**src/rtl/if_id_buffer_if.sv**
```systemverilog
// Bundles the fetch-side, decode-side and flush signals of the IF/ID buffer.
// Both sides use valid/ready: a transfer happens on a rising edge where valid and ready are both 1.
interface if_id_buffer_if #(
    parameter int DEPTH = 2,
    parameter int XLEN  = 32
);
    localparam int CW = $clog2(DEPTH) + 1;

    logic            flush_in;
    logic            fetch_valid_in;
    logic [XLEN-1:0] fetch_ins_in;
    logic [XLEN-1:0] fetch_pc_in;
    logic            fetch_ready_out;
    logic            dec_ready_in;
    logic            dec_valid_out;
    logic [XLEN-1:0] dec_pc_out;
    logic [4:0]      opcode_out;
    logic [2:0]      funct3_out;
    logic [6:0]      funct7_out;
    logic [4:0]      rs1_out;
    logic [4:0]      rs2_out;
    logic [4:0]      rd_out;
    logic            illegal_out;
    logic [CW-1:0]   count_out;

    // Environment side: drives fetch/decode requests, observes the buffer.
    modport master (
        output flush_in, fetch_valid_in, fetch_ins_in, fetch_pc_in, dec_ready_in,
        input  fetch_ready_out, dec_valid_out, dec_pc_out, opcode_out, funct3_out,
               funct7_out, rs1_out, rs2_out, rd_out, illegal_out, count_out
    );

    // Buffer side.
    modport slave (
        input  flush_in, fetch_valid_in, fetch_ins_in, fetch_pc_in, dec_ready_in,
        output fetch_ready_out, dec_valid_out, dec_pc_out, opcode_out, funct3_out,
               funct7_out, rs1_out, rs2_out, rd_out, illegal_out, count_out
    );
endinterface

```
**src/rtl/if_id_buffer.sv**
```systemverilog
// IF/ID pipeline buffer: a DEPTH-entry FIFO of (instruction, PC) pairs whose head is
// split into RISC-V register/opcode fields for the decode stage.
module if_id_buffer #(
    parameter int DEPTH = 2,   // power of two, at least 2
    parameter int XLEN  = 32
) (
    input logic           clock_in,
    input logic           reset_in,
    if_id_buffer_if.slave bus
);
    localparam int AW = $clog2(DEPTH);
    localparam int CW = AW + 1;
    localparam logic [CW-1:0] FULL_COUNT = CW'(DEPTH);

    logic [XLEN-1:0] ins_mem [DEPTH];
    logic [XLEN-1:0] pc_mem  [DEPTH];
    logic [AW-1:0]   wr_ptr;
    logic [AW-1:0]   rd_ptr;
    logic [CW-1:0]   count;

    logic            not_full;
    logic            not_empty;
    logic            push;
    logic            pop;
    logic [XLEN-1:0] head_ins;
    logic [XLEN-1:0] head_pc;

    // Ready/valid come only from the registered count, so dec_ready_in never reaches fetch_ready_out.
    assign not_full  = (count < FULL_COUNT);
    assign not_empty = (count != '0);
    assign push      = bus.fetch_valid_in && not_full;
    assign pop       = bus.dec_ready_in && not_empty;

    always_ff @(posedge clock_in) begin
        if (reset_in) begin
            wr_ptr <= '0;
            rd_ptr <= '0;
            count  <= '0;
        end else if (bus.flush_in) begin
            wr_ptr <= '0;
            rd_ptr <= '0;
            count  <= '0;
        end else begin
            if (push) begin
                wr_ptr <= wr_ptr + AW'(1);
            end
            if (pop) begin
                rd_ptr <= rd_ptr + AW'(1);
            end
            unique case ({push, pop})
                2'b10:   count <= count + CW'(1);
                2'b01:   count <= count - CW'(1);
                default: count <= count;
            endcase
        end
    end

    // Storage is never cleared; empty-state outputs are forced to zero below.
    always_ff @(posedge clock_in) begin
        if (push && !reset_in && !bus.flush_in) begin
            ins_mem[wr_ptr] <= bus.fetch_ins_in;
            pc_mem[wr_ptr]  <= bus.fetch_pc_in;
        end
    end

    assign head_ins = not_empty ? ins_mem[rd_ptr] : '0;
    assign head_pc  = not_empty ? pc_mem[rd_ptr]  : '0;

    assign bus.fetch_ready_out = not_full;
    assign bus.dec_valid_out   = not_empty;
    assign bus.count_out       = count;
    assign bus.dec_pc_out      = head_pc;
    assign bus.opcode_out      = head_ins[6:2];
    assign bus.funct3_out      = head_ins[14:12];
    assign bus.funct7_out      = head_ins[31:25];
    assign bus.rs1_out         = head_ins[19:15];
    assign bus.rs2_out         = head_ins[24:20];
    assign bus.rd_out          = head_ins[11:7];
    assign bus.illegal_out     = not_empty && (head_ins[1:0] != 2'b11);
endmodule

```
**src/flat_wrapper.sv**
```systemverilog
// flat-port wrapper written by rule: the top's interface ports become plain ports
module if_id_buffer_flat 
#(
    parameter int DEPTH = 2,                              
    parameter int XLEN  = 32
)
  (clock_in, reset_in, bus_flush_in, bus_fetch_valid_in, bus_fetch_ins_in, bus_fetch_pc_in, bus_dec_ready_in, bus_fetch_ready_out, bus_dec_valid_out, bus_dec_pc_out, bus_opcode_out, bus_funct3_out, bus_funct7_out, bus_rs1_out, bus_rs2_out, bus_rd_out, bus_illegal_out, bus_count_out);
  if_id_buffer_if #(.DEPTH(DEPTH), .XLEN(XLEN)) bus_i ();
  input logic clock_in;
  input logic reset_in;
  input wire logic [$bits(bus_i.flush_in)-1:0] bus_flush_in;
  input wire logic [$bits(bus_i.fetch_valid_in)-1:0] bus_fetch_valid_in;
  input wire logic [$bits(bus_i.fetch_ins_in)-1:0] bus_fetch_ins_in;
  input wire logic [$bits(bus_i.fetch_pc_in)-1:0] bus_fetch_pc_in;
  input wire logic [$bits(bus_i.dec_ready_in)-1:0] bus_dec_ready_in;
  output wire logic [$bits(bus_i.fetch_ready_out)-1:0] bus_fetch_ready_out;
  output wire logic [$bits(bus_i.dec_valid_out)-1:0] bus_dec_valid_out;
  output wire logic [$bits(bus_i.dec_pc_out)-1:0] bus_dec_pc_out;
  output wire logic [$bits(bus_i.opcode_out)-1:0] bus_opcode_out;
  output wire logic [$bits(bus_i.funct3_out)-1:0] bus_funct3_out;
  output wire logic [$bits(bus_i.funct7_out)-1:0] bus_funct7_out;
  output wire logic [$bits(bus_i.rs1_out)-1:0] bus_rs1_out;
  output wire logic [$bits(bus_i.rs2_out)-1:0] bus_rs2_out;
  output wire logic [$bits(bus_i.rd_out)-1:0] bus_rd_out;
  output wire logic [$bits(bus_i.illegal_out)-1:0] bus_illegal_out;
  output wire logic [$bits(bus_i.count_out)-1:0] bus_count_out;
  assign bus_i.flush_in = bus_flush_in;
  assign bus_i.fetch_valid_in = bus_fetch_valid_in;
  assign bus_i.fetch_ins_in = bus_fetch_ins_in;
  assign bus_i.fetch_pc_in = bus_fetch_pc_in;
  assign bus_i.dec_ready_in = bus_dec_ready_in;
  assign bus_fetch_ready_out = bus_i.fetch_ready_out;
  assign bus_dec_valid_out = bus_i.dec_valid_out;
  assign bus_dec_pc_out = bus_i.dec_pc_out;
  assign bus_opcode_out = bus_i.opcode_out;
  assign bus_funct3_out = bus_i.funct3_out;
  assign bus_funct7_out = bus_i.funct7_out;
  assign bus_rs1_out = bus_i.rs1_out;
  assign bus_rs2_out = bus_i.rs2_out;
  assign bus_rd_out = bus_i.rd_out;
  assign bus_illegal_out = bus_i.illegal_out;
  assign bus_count_out = bus_i.count_out;
  if_id_buffer #(.DEPTH(DEPTH), .XLEN(XLEN)) u_core (.clock_in(clock_in), .reset_in(reset_in), .bus(bus_i));
endmodule
```
**config.mk**
```make
export PLATFORM = sky130hd
export DESIGN_NAME = if_id_buffer_flat
export DESIGN_NICKNAME = d
export VERILOG_FILES = /design/src/rtl/if_id_buffer_if.sv /design/src/rtl/if_id_buffer.sv /design/src/flat_wrapper.sv
export SDC_FILE = /design/constraint.sdc
export NUM_CORES = 1
export LEC_CHECK = 0
export CAP_MARGIN = 0
export CORE_AREA = 4 4 92 137
export CTS_CLUSTER_SIZE = 24
export DETAILED_ROUTE_END_ITERATION = 16
export DIE_AREA = 0 0 96 141
export GPL_TIMING_DRIVEN = 0
export HOLD_SLACK_MARGIN = 0.03
export PLACE_DENSITY = 0.74
export SLEW_MARGIN = 30
export SYNTH_ARGS = -nofsm -noshare
export SYNTH_HDL_FRONTEND = slang
export SYNTH_SLANG_ARGS = --single-unit
```
**constraint.sdc**
```tcl
create_clock -name clock_in -period 24.9 [get_ports clock_in]
set_clock_uncertainty 0.2 [all_clocks]
set_input_delay 6.225 -clock clock_in [delete_from_list [all_inputs] [get_ports clock_in]]
set_output_delay 6.225 -clock clock_in [all_outputs]
set_load 0.03 [all_outputs]
```
# Word level (Yosys, flattened, before mapping)
# Memory sizes are Yosys's and may differ from the RTL's. A register that Yosys moved wholly into a read port is not among the register bits.
# Cells that the tools add are included.
# word_totals
regBits	4
ram_bits	128
inputBits	69
output_inout_bits	67
word_cells	32
memories	2
# classes
add_sub_neg	4
magnitude_cmp	1
n_eq_ne	3
mux	9
n_reduce_logical	10
# memory_table
name	words	width	rd	rd_ports_with_merged_regs	write_ports	line_no	source
u_core.ins_mem	2	32	1	1	1	if_id_buffer.sv:15	logic [XLEN-1:0] ins_mem [DEPTH];
u_core.pc_mem	2	32	1	1	1	if_id_buffer.sv:16	logic [XLEN-1:0] pc_mem [DEPTH];
# op_table
operator	count
2-to-1 mux 32 bit	2
2-to-1 mux 1 bit	6
logical AND 1 bit	5
case mux 2 bit (2 select lines)	1
nonzero test 2 bit	2
adder 1 bit, second input constant	2
adder 2 x 1 -> 2 bit, second input constant	1
== test 2 x 1 -> 1 bit, second input constant	1
== test 2 bit, second input constant	1
zero test 1 bit	2
less-than comparator 2 bit, second input constant	1
inequality test 2 bit, second input constant	1
OR reduction 2 bit	1
subtractor 2 x 1 -> 2 bit, second input constant	1

# Logic depth before layout (Yosys ltp)
# Gate-level depths: netlist of the first run.
# logic_depth
ltp_word	6
ltp_mapped	6
depth_no_buf	6

# Least setup slack after synthesis of the first run
# No wires, ideal clock.
# synth_timing
path_type	input to register
from	in bus_fetch_valid_in
to	mem u_core.ins_mem[0][0] (enable)
setup_time_ps	651
t_arrival_ps	12561
required_time_ps	24049
slack_ps	11488
path_stages	3
path_buffers	0
path_cell_list	nor2b_1 -> inv_1 -> nor4_1
# synth_via
elab_chain_len	5
# synth_rtl
item	line_no	source
start: declaration	flat_wrapper.sv:12	input wire logic [$bits(bus_i.fetch_valid_in)-1:0] bus_fetch_valid_in;
logical AND 1 bit	if_id_buffer.sv:31	assign push = bus.fetch_valid_in && not_full;
logical AND 1 bit (2 in series)	if_id_buffer.sv:60	if (push && !reset_in && !bus.flush_in) begin
2-to-1 mux 1 bit	if_id_buffer.sv:60	
2-to-1 mux 1 bit (implied by the code)	if_id_buffer.sv:61	ins_mem[wr_ptr] <= bus.fetch_ins_in;
end: declaration	if_id_buffer.sv:15	
# Every way passes these cells.

# Worst setup path after layout of the first run
# layout_timing
from	in bus_fetch_valid_in
to	mem u_core.pc_mem[0][15] (enable)
# layout_via
elab_chain_len	5
# layout_rtl
item	line_no	source
logical AND 1 bit	if_id_buffer.sv:31	
logical AND 1 bit (2 in series)	if_id_buffer.sv:60	
2-to-1 mux 1 bit	if_id_buffer.sv:60	
2-to-1 mux 1 bit (implied by the code)	if_id_buffer.sv:62	pc_mem[wr_ptr] <= bus.fetch_pc_in;
end: declaration	if_id_buffer.sv:16	
# Every way passes these cells.

==> impl_metrics.sql, run 1 <==
INSERT INTO impl_metrics (metric_group, metric, value, unit) VALUES
('clock_tree', 'postCtsSetupRepairBufs', '0', ''),
('layout', 'final_area', '7250', 'um2'),
('worst_setup_path', 'worst-r2r-setup-slack', '21940', 'ps'),
('run_status', 'outcome', 'complete, no violations', ''),
('worst_setup_path', 'cpMaxStageDelayCell', 'nor4_2', ''),
('die', 'dieArea', '13500', 'um2'),
('sta', 'post-route-min-period', '8870', 'ps'),
('power_and_ir_drop', 'standby_leakage_power', '2.38', 'nW'),
('worst_setup_path', 'cp-end-kind', 'flop', ''),
('clock_tree', 'cts_tree', 'built', ''),
('worst_setup_path', 'cp.buffers_inverters', '9', ''),
('yosys', 'synthTopCellsByArea', 'edfxtp_1 (76%), mux2i_1 (12%), nor2_1 (4.8%), dfxtp_1 (2.0%), buf_4 (1.0%)', ''),
('worst_setup_path', 'critical-path-top-cell-by-count', 'buf_4', ''),
('worst_setup_path', 'start_kind', 'primary input', ''),
('global_route', 'vias_in_the_first_global_route', '3161', ''),
('clock_tree', 'cts_resized', '0', ''),
('clock_tree', 'numClockSinks', '133', ''),
('clock_tree', 'cts.htree.levels', '4', ''),
('worst_setup_path', 'timing.critical_path.max_delay_family', 'buffers and inverters', ''),
('worst_setup_path', 'worstPathArrival', '8790', 'ps'),
('sta', 'count_of_final_max_slew_check_failures', '0', ''),
('global_route', 'gr-max-usage-layer', 'met2', ''),
('worst_setup_path', 'path_max_fanout', '6', ''),
('global_route', 'globalRouteMet1Util', '16.2', '%'),
('layout', 'final-seq-area', '3940', 'um2'),
('sta', 'slew_headroom', '55.9', '%'),
('global_route', 'grt_start_max_net_pins', '37', ''),
('global_route', 'grt_pass1_wl', '15300', 'um'),
('yosys', 'synthCells', '295', ''),
('routing', 'wire_per_inst', '16.3', 'um'),
('sta', 'max_slew.worst_pin.slew', '656', 'ps'),
('clock_tree', 'tritoncts.num_buffers', '17', ''),
('global_route', 'grt_use_met2', '27.3', '%'),
('yosys', 'synth_largest_area_cell', 'edfxtp_1', ''),
('clock_tree', 'ctsHoldBuffers', '0', ''),
('sta', 'max_freq', '113', 'MHz'),
('global_route', 'grtUsageTotal', '15.3', '%'),
('routing', 'totalWireLength', '10200', 'um'),
('routing', 'via_per_inst', '4.66', ''),
('layout', 'area_growth_syn_to_layout', '44.2', '%'),
('power_and_ir_drop', 'ir_drop_worst_case_vdd', '47.8', 'uV'),
('routing', 'ant_nets', '0', ''),
('die', 'die-width', '96', 'um'),
('die', 'number_of_top_level_pins', '136', ''),
('sta', 'hold_viol', '0', ''),
('yosys', 'cell_area_after_synthesis', '5030', 'um2'),
('layout', 'layout-drive-gt1-share', '12.2', '%'),
('place', 'placed_area', '6690', 'um2'),
('clock_tree', 'clock_insertion_delay_worst_skew', '400', 'ps'),
('worst_setup_path', 'worst_ep_required_time', '24810', 'ps'),
('place', 'hpwlAfterDp', '7280', 'um'),
('clock_tree', 'cts_root_buffer', 'clkbuf_16', ''),
('job', 'timing.max_cap.violations', '0', ''),
('routing', 'drt-initial-drc-count', '95', ''),
('routing', 'drtPass1Iterations', '4', ''),
('worst_setup_path', 'crit_chain', 'clkdlybuf4s50_1 > nor2b_1 > inv_1 > nor4_2 > buf_4 > buf_4 > buf_4 > buf_4 > buf_2 > buf_2 > buf_4', ''),
('routing', 'via_count', '2912', ''),
('place', 'io_buffer_count', '135', ''),
('sta', 'min_period_over_period', '35.6', '%'),
('place', 'finalWeightedCongestion', '0.722', ''),
('global_route', 'grt_overflow_total', '0', ''),
('die', 'fp-row-count', '48', ''),
('yosys', 'synth.ff_latch_count', '133', ''),
('layout', 'layout.nets', '533', ''),
('sta', 'fin_tns_setup', '0', 'ps'),
('global_route', 'initial_antenna_violation_count', '0', ''),
('die', 'die_y', '141', 'um'),
('die', 'initial_utilization', '43.9', '%'),
('clock_tree', 'cts.clk_slew.worst_paths', '60', 'ps'),
('clock_tree', 'clock_tree.buffer_depth', '2', ''),
('layout', 'multiInputGateArea', '1000', 'um2');
## cells by family after synthesis
family	synth area share, %
buf+inv	1.94
fa+ha+maj	0.249
simple gates	5.87
flops	78.4
xor+xnor	0.696
compound gates	0.522
mux	12.3
## cells in the final DEF (no fill, tap or decap), types with 2 or more instances in the layout
master           synthesis  layout
o21ai_0                  2       2
nor3_1                   4       4
clkbuf_1                 0       2
mux2i_1                 62      62
inv_1                    4       4
dfxtp_1                  5       5
clkinvlp_4               0       4
nor2_1                  64      64
bufinv_16                0       2
buf_2                    6      11
xor2_1                   2       2
xnor2_1                  2       2
buf_4                    7      15
clkinv_4                 0       4
clkbuf_16                0      17
edfxtp_1               128     128
clkdlybuf4s50_1          0     135
## layer usage
layer	vias to the layer above	part of all wire (%)
li1	1430	-
met1	1391	39
met2	83	55
met3	8	5.0
met4	0	1.0
met5	-	0
## path summary, 6_finish.rpt
check,end,startpoint,cells past startpoint
max,u_core.pc_mem[0][15],bus_fetch_valid_in,11
min,u_core.rd_ptr,u_core.rd_ptr,2
max reg2reg,u_core.pc_mem[0][15],u_core.bus.count_out[1],10
min reg2reg,u_core.rd_ptr,u_core.rd_ptr,2
## power breakdown
part | internal (mW) | switching [mW] | leakage [nW] | total (mW)
Combinational | 0.0253 | 0.0284 | 0.916 | 0.0536
Sequential | 0.250 | 0.00136 | 1.20 | 0.252
Clock | 0.147 | 0.0870 | 0.263 | 0.234
## worst register-to-register path, stage by stage (launching register included)
cell and delay (ps):
dfxtp_1 360, nor2b_1 240, inv_1 110, nor4_2 500
buf_4 280, buf_4 160, buf_4 160, buf_4 150
buf_2 160, buf_2 180, buf_4 170
## stage by stage
| step | std cells | setup slack (ps) | total power, mW | hold WS, ps | utilization, % |
|---|---|---|---|---|---|
| 5_1_grt | 625 | 15830 | 0.558 | 433 | 63.2 |
| 4_1_cts | 625 | 15970 | 0.545 | 390 | 63.2 |
| 6_report | 625 | 16030 | 0.539 | 379 | 63.2 |
| 2_1_floorplan | 295 | 11490 | 0.282 | 320 | - |
| 3_5_place_dp | 594 | 15560 | 0.310 | 375 | 58.3 |
| 3_3_place_gp | 580 | 7790 | 0.309 | 340 | 57.3 |
## flip-flops by register name, summed over array words and instances (netlist names), named ones only
register and count:
u_core.rd_ptr 1, u_core.wr_ptr 1, u_core.bus.count_out 2, u_core.ins_mem 64, u_core.pc_mem 64
## layout make-up
cell class,count,area share [%]
timing repair buffer,149,20.1
tap,150,2.59
sequential,133,54.4
multi-input combinational,145,13.8
inverter,4,0.207
buffer,13,1.14
clock buffer,19,5.97
clock inverter,12,1.85
## Yosys cell counts
| library cell | number |
|---|---|
| dfxtp_1 | 5 |
| xor2_1 | 2 |
| nand2_1 | 1 |
| buf_2 | 6 |
| xnor2_1 | 2 |
| edfxtp_1 | 128 |
| inv_1 | 4 |
| buf_4 | 7 |
| nor2_2 | 1 |
| nor2_1 | 64 |
| nor2b_1 | 1 |
| mux2i_1 | 62 |
| a21boi_1 | 1 |
| and3_1 | 1 |
| a311oi_1 | 1 |
| nor3_1 | 4 |
| or3_1 | 1 |
| ha_1 | 1 |
| nor4_1 | 1 |
| o21ai_0 | 2 |
Power figures use the tool's default switching activity.
==> run 2, diff against run 1 <==
==> constraint.sdc (replaced) <==
create_clock -name clock_in -period 8.2 [get_ports clock_in]
set_clock_uncertainty 0.2 [all_clocks]
set_input_delay 2.05 -clock clock_in [delete_from_list [all_inputs] [get_ports clock_in]]
set_output_delay 2.05 -clock clock_in [all_outputs]
set_load 0.03 [all_outputs]
==> impl_metrics.sql, run 2 (synthesis results as in run 1) <==
INSERT INTO impl_metrics (metric_group, metric, value, unit) VALUES
('hold_path', 'hold_path.class', 'flop to flop', ''),
('routing', 'ant_nets', '0', ''),
('layout', 'area_growth_syn_to_layout', '44.2', '%'),
('hold_path', 'timing.hold.worst_path_depth', '2', ''),
('clock_tree', 'ctsHoldBuffers', '0', ''),
('power_and_ir_drop', 'ir_drop_worst_case_vdd', '180', 'uV'),
('sta', 'grt_setup_unrepaired', 'no', ''),
('worst_setup_path', 'worst_ep_required_time', '5950', 'ps'),
('clock_tree', 'postCtsSetupRepairBufs', '0', ''),
('clock_tree', 'cts_root_buffer', 'clkbuf_16', ''),
('sta', 'setup_slack', '3710', 'ps'),
('place', 'place_ws', '3760', 'ps'),
('worst_setup_path', 'cp.buffers_inverters', '2', ''),
('global_route', 'grt_use_met2', '27.7', '%'),
('layout', 'mostFrequentLayoutCells', 'clkdlybuf4s50_1 (135), edfxtp_1 (128), nor2_1 (64), mux2i_1 (62), clkbuf_16 (17)', ''),
('global_route', 'gr-max-usage-layer', 'met2', ''),
('power_and_ir_drop', 'power.clock.fraction', '44.0', '%'),
('die', 'core_region_area', '11500', 'um2'),
('clock_tree', 'cts.htree.levels', '4', ''),
('worst_setup_path', 'worstPathArrival', '2240', 'ps'),
('global_route', 'vias_in_the_first_global_route', '3102', ''),
('global_route', 'grt_pass1_wl', '15600', 'um'),
('layout', 'antennaDiodeCount', '0', ''),
('power_and_ir_drop', 'power.switching', '0.369', 'mW'),
('die', 'dieArea', '13500', 'um2'),
('routing', 'drt-initial-drc-count', '74', ''),
('worst_setup_path', 'timing.critical_path.max_delay_family', 'buffers and inverters', ''),
('routing', 'via_count', '2946', ''),
('worst_setup_path', 'path_max_fanout', '10', ''),
('layout', 'layout-drive-gt1-share', '11.5', '%'),
('layout', 'layout.nets', '527', ''),
('clock_tree', 'clock_insertion_delay_worst_skew', '400', 'ps'),
('layout', 'multiInputGateArea', '1010', 'um2'),
('hold_path', 'timing.hold.worst_endpoint', 'u_core.rd_ptr', ''),
('worst_setup_path', 'worst_r2r_startpoint', 'u_core.bus.count_out[1]', ''),
('clock_tree', 'numClockSinks', '133', ''),
('sta', 'report.final.setup_viol', '0', ''),
('die', 'die-width', '96', 'um'),
('sta', 'min_period_over_period', '54.7', '%'),
('sta', 'max_slew.worst_pin.slew', '558', 'ps'),
('power_and_ir_drop', 'standby_leakage_power', '2.37', 'nW'),
('clock_tree', 'cts.clk_slew.worst_paths', '60', 'ps'),
('die', 'initial_utilization', '43.9', '%'),
('global_route', 'grt_start_max_net_pins', '35', ''),
('sta', 'post-route-min-period', '4490', 'ps'),
('routing', 'remaining_drc_errors', '0', ''),
('worst_setup_path', 'crit_chain', 'nor2_2 > buf_2 > nor2_1 > clkdlybuf4s50_1', ''),
('die', 'number_of_top_level_pins', '136', ''),
('power_and_ir_drop', 'power.internal', '1.28', 'mW'),
('place', 'numPlacedInstances', '588', ''),
('routing', 'via_per_inst', '4.75', ''),
('clock_tree', 'cts_resized', '0', ''),
('routing', 'wire_per_inst', '16.4', 'um'),
('die', 'die_y', '141', 'um'),
('worst_setup_path', 'r2r.worst_path.cells', '6', ''),
('power_and_ir_drop', 'pwr-share-seq', '46.2', '%'),
('hold_path', 'worst_hold_startpoint', 'u_core.rd_ptr', ''),
('global_route', 'grt_util_met3', '5.02', '%'),
('worst_setup_path', 'cpMaxStageDelayCell', 'clkdlybuf4s50_1', ''),
('place', 'finalWeightedCongestion', '0.750', ''),
('place', 'hpwlAfterDp', '7060', 'um'),
('layout', 'layout.cells.most_common', 'clkdlybuf4s50_1', ''),
('clock_tree', 'cts_tree', 'built', ''),
('run_status', 'outcome', 'complete, no violations', ''),
('worst_setup_path', 'worst-r2r-setup-slack', '5890', 'ps'),
('routing', 'drtPass1Iterations', '4', ''),
('global_route', 'initial_antenna_violation_count', '0', ''),
('clock_tree', 'clock_tree.buffer_depth', '2', ''),
('power_and_ir_drop', 'power.density', '228', 'nW/um2'),
('place', 'io_buffer_count', '135', ''),
('job', 'timing.max_cap.violations', '0', ''),
('sta', 'fin_tns_setup', '0', 'ps'),
('die', 'fp-row-count', '48', ''),
('layout', 'final-instance-count-excl-fill', '620', ''),
('worst_setup_path', 'start_kind', 'flop', ''),
('clock_tree', 'tritoncts.num_buffers', '17', ''),
('routing', 'totalWireLength', '10200', 'um'),
('sta', 'hold_viol', '0', ''),
('sta', 'slew_headroom', '62.5', '%'),
('layout', 'post-route-util', '63.3', '%'),
('global_route', 'globalRouteMet1Util', '16.1', '%'),
('sta', 'max_freq', '223', 'MHz'),
('worst_setup_path', 'critical_path_class', 'flop to output pin', ''),
('sta', 'count_of_final_max_slew_check_failures', '0', ''),
('power_and_ir_drop', 'combinationalPowerShare', '9.8', '%'),
('layout', 'fillers', '867', ''),
('global_route', 'grtUsageTotal', '15.6', '%'),
('global_route', 'grt_overflow_total', '0', ''),
('worst_setup_path', 'reg2reg_to', 'u_core.pc_mem[0][25]', ''),
('worst_setup_path', 'slowest_delay', '600', 'ps'),
('worst_setup_path', 'cp-end-kind', 'output pin', ''),
('layout', 'final-seq-area', '3940', 'um2'),
('power_and_ir_drop', 'netSwitchingFraction', '22.3', '%');
[run 2: per-layer routing]
layer | vias up | wire length, um
met4 | 0 | 174
li1 | 1418 | -
met5 | - | 0
met1 | 1421 | 3670
met3 | 11 | 673
met2 | 96 | 5660
[run 2: how the worst max path moves through the flow]
| stage | startpoint | to | cells past startpoint | slack [ps] |
|---|---|---|---|---|
| finish | u_core.bus.count_out[1] | bus_funct3_out[1] | 4 | 3710 |
| global route | u_core.bus.count_out[1] | bus_dec_pc_out[12] | 4 | 3550 |
| CTS | u_core.bus.count_out[1] | bus_dec_pc_out[11] | 4 | 3640 |
| detailed placement | bus_fetch_valid_in | u_core.pc_mem[0][29] | 7 | 3760 |
| global placement | bus_fetch_valid_in | u_core.pc_mem[0][23] | 4 | -650 |
| floorplan | bus_fetch_valid_in | u_core.ins_mem[0][0] | 3 | 1680 |
[run 2: per-stage QoR]
stage	power (mW)	area, um2	hold WS (ps)
2_1_floorplan	0.854	5040	320
3_3_place_gp	0.937	6580	344
3_5_place_dp	0.942	6670	362
4_1_cts	1.67	7260	387
5_1_grt	1.71	7260	452
6_report	1.65	7260	381
[run 2: layout make-up]
cell class / instances / area share [%]
well taps: 150 / 2.59
inverters: 4 / 0.207
plain buffers: 13 / 1.14
repair buffers: 143 / 19.8
clock inverters: 15 / 2.16
multi-input cells: 145 / 13.9
flip-flops and latches: 133 / 54.4
clock buffers: 17 / 5.86
[run 2: power by group through the flow]
stage / Combinational [mW] / Clock [mW] / Sequential (mW)
final: 0.163 / 0.727 / 0.764
after global routing: 0.173 / 0.775 / 0.765
after CTS: 0.165 / 0.740 / 0.764
after detailed placement: 0.164 / 0 / 0.778
after global placement: 0.158 / 0 / 0.780
after floorplan: 0.0745 / 0 / 0.780
[run 2: worst register-to-register path: stages (launching register included)]
cell and delay, ps:
dfxtp_1 370, nor2b_1 250, inv_1 140, nor4_4 440
buf_6 230, buf_6 160, buf_4 210
==> run 3, diff against run 2 <==
--- a/config.mk
+++ b/config.mk
@@ -6,10 +6,10 @@
 export NUM_CORES = 1
 export LEC_CHECK = 0
 export CAP_MARGIN = 0
-export CORE_AREA = 4 4 92 137
+export CORE_AREA = 4 4 94 140
 export CTS_CLUSTER_SIZE = 24
 export DETAILED_ROUTE_END_ITERATION = 16
-export DIE_AREA = 0 0 96 141
+export DIE_AREA = 0 0 98 144
 export GPL_TIMING_DRIVEN = 0
 export HOLD_SLACK_MARGIN = 0.03
 export PLACE_DENSITY = 0.74
==> constraint.sdc (replaced) <==
create_clock -name clock_in -period 3.6 [get_ports clock_in]
set_clock_uncertainty 0.2 [all_clocks]
set_input_delay 0.9 -clock clock_in [delete_from_list [all_inputs] [get_ports clock_in]]
set_output_delay 0.9 -clock clock_in [all_outputs]
set_load 0.03 [all_outputs]
==> impl_metrics.sql, run 3 (synthesis results as in run 1) <==
INSERT INTO impl_metrics (metric_group, metric, value, unit) VALUES
('routing', 'totalWireLength', '10500', 'um'),
('routing', 'wire_per_inst', '16.8', 'um'),
('power_and_ir_drop', 'standby_leakage_power', '2.37', 'nW'),
('sta', 'report.final.setup_viol', '0', ''),
('sta', 'setup_slack', '244', 'ps'),
('place', 'hpwlAfterDp', '7340', 'um'),
('sta', 'hold_viol', '0', ''),
('clock_tree', 'postCtsSetupRepairBufs', '0', ''),
('layout', 'layout.nets', '527', ''),
('routing', 'via_count', '2936', ''),
('die', 'initial_utilization', '42.1', '%'),
('sta', 'post-route-min-period', '3360', 'ps'),
('place', 'finalWeightedCongestion', '0.714', ''),
('layout', 'antennaDiodeCount', '0', ''),
('global_route', 'grtUsageTotal', '15.3', '%'),
('worst_setup_path', 'cp-end-kind', 'output pin', ''),
('sta', 'count_of_final_max_slew_check_failures', '0', ''),
('layout', 'multiInputGateArea', '1020', 'um2'),
('global_route', 'grt_start_max_net_pins', '36', ''),
('sta', 'max_slew.worst_pin.slew', '497', 'ps'),
('routing', 'drtPass1Iterations', '4', ''),
('clock_tree', 'cts_root_buffer', 'clkbuf_16', ''),
('layout', 'mostFrequentLayoutCells', 'clkdlybuf4s50_1 (135), edfxtp_1 (128), nor2_1 (64), mux2i_1 (62), clkbuf_16 (17)', ''),
('clock_tree', 'clock_insertion_delay_worst_skew', '400', 'ps'),
('layout', 'layout.cells.most_common', 'clkdlybuf4s50_1', ''),
('power_and_ir_drop', 'ir_drop_worst_case_vdd', '327', 'uV'),
('layout', 'post-route-util', '60.8', '%'),
('layout', 'final-seq-area', '3940', 'um2'),
('clock_tree', 'cts_resized', '0', ''),
('run_status', 'outcome', 'complete, no violations', ''),
('global_route', 'initial_antenna_violation_count', '1', ''),
('clock_tree', 'cts_tree', 'built', ''),
('place', 'place_ws', '438', 'ps'),
('worst_setup_path', 'critical_path_class', 'flop to output pin', ''),
('global_route', 'grt_pass1_wl', '16300', 'um'),
('global_route', 'grt_use_met2', '28.7', '%'),
('sta', 'grt_setup_unrepaired', 'no', ''),
('die', 'die-width', '98', 'um'),
('layout', 'layout-drive-gt1-share', '11.9', '%'),
('global_route', 'grt_overflow_total', '0', ''),
('die', 'core_region_area', '12000', 'um2'),
('sta', 'max_freq', '298', 'MHz'),
('worst_setup_path', 'path_max_fanout', '10', ''),
('global_route', 'vias_in_the_first_global_route', '3217', ''),
('clock_tree', 'clock_tree.buffer_depth', '2', ''),
('global_route', 'grt_util_met3', '5.02', '%'),
('sta', 'fin_tns_setup', '0', 'ps'),
('global_route', 'globalRouteMet1Util', '15.7', '%'),
('clock_tree', 'tritoncts.num_buffers', '17', ''),
('sta', 'min_period_over_period', '93.2', '%'),
('global_route', 'gr-max-usage-layer', 'met2', ''),
('clock_tree', 'ctsHoldBuffers', '0', ''),
('hold_path', 'hold_path.class', 'flop to flop', ''),
('layout', 'area_growth_syn_to_layout', '44.5', '%'),
('routing', 'ant_nets', '0', ''),
('layout', 'fillers', '902', ''),
('clock_tree', 'cts.htree.levels', '4', ''),
('die', 'die_y', '144', 'um'),
('clock_tree', 'cts.clk_slew.worst_paths', '60', 'ps'),
('die', 'number_of_top_level_pins', '136', ''),
('die', 'fp-row-count', '49', ''),
('routing', 'remaining_drc_errors', '0', ''),
('clock_tree', 'numClockSinks', '133', ''),
('routing', 'via_per_inst', '4.72', ''),
('worst_setup_path', 'worstPathArrival', '2260', 'ps'),
('job', 'timing.max_cap.violations', '0', ''),
('sta', 'slew_headroom', '66.9', '%'),
('worst_setup_path', 'worst_ep_required_time', '2500', 'ps'),
('worst_setup_path', 'start_kind', 'flop', ''),
('routing', 'drt-initial-drc-count', '104', ''),
('power_and_ir_drop', 'power.density', '523', 'nW/um2'),
('die', 'dieArea', '14100', 'um2'),
('place', 'io_buffer_count', '135', '');
[run 3: cell count changes in the layout (fill, tap and decap cells not counted), sizes merged]
cell and change:
clkinv -2, inv -1, clkinvlp +1, bufinv +1
[run 3: stage by stage]
stage               cells  power, mW  instance area (um2)  hold slack (ps)
finish                622       3.80                 7270              399
global route          622       3.94                 7270              441
CTS                   622       3.85                 7270              409
detailed placement    591       2.15                 6680              389
global placement      583       2.14                 6600              334
floorplan             295       1.95                 5050              320
[run 3: cell type report]
class	count	area share (%)
clock buffer	17	5.85
timing repair buffer	143	19.7
buffer	13	1.14
sequential	133	54.3
tap	153	2.63
clock inverter	14	2.22
inverter	4	0.207
multi-input combinational	145	14.0
[run 3: layer usage]
metal,wire (um),up-vias
li1,-,1417
met5,8,-
met1,3850,1427
met2,5990,79
met3,497,11
met4,131,2
[run 3: power by group]
group	internal [mW]	leakage [nW]	switching (mW)
Sequential	1.73	1.20	0.00968
Clock	1.08	0.278	0.612
Combinational	0.174	0.892	0.197
Total	2.98	2.37	0.818
[run 3: worst paths after layout]
check,start,endpoint,slack [ps],cells after the start
worst min register to register,u_core.rd_ptr,flop,400,2
worst max register to register,u_core.bus.count_out[1],u_core.pc_mem[0][30],1430,6
worst min-delay path,u_core.rd_ptr,flop,400,2
worst max-delay path,u_core.bus.count_out[1],bus_dec_pc_out[13],240,4
[run 3: critical path: stages (launching register included)]
cell and delay [ps]:
dfxtp_1 390, nor2_2 450, buf_2 310, nor2_1 100
clkdlybuf4s50_1 600
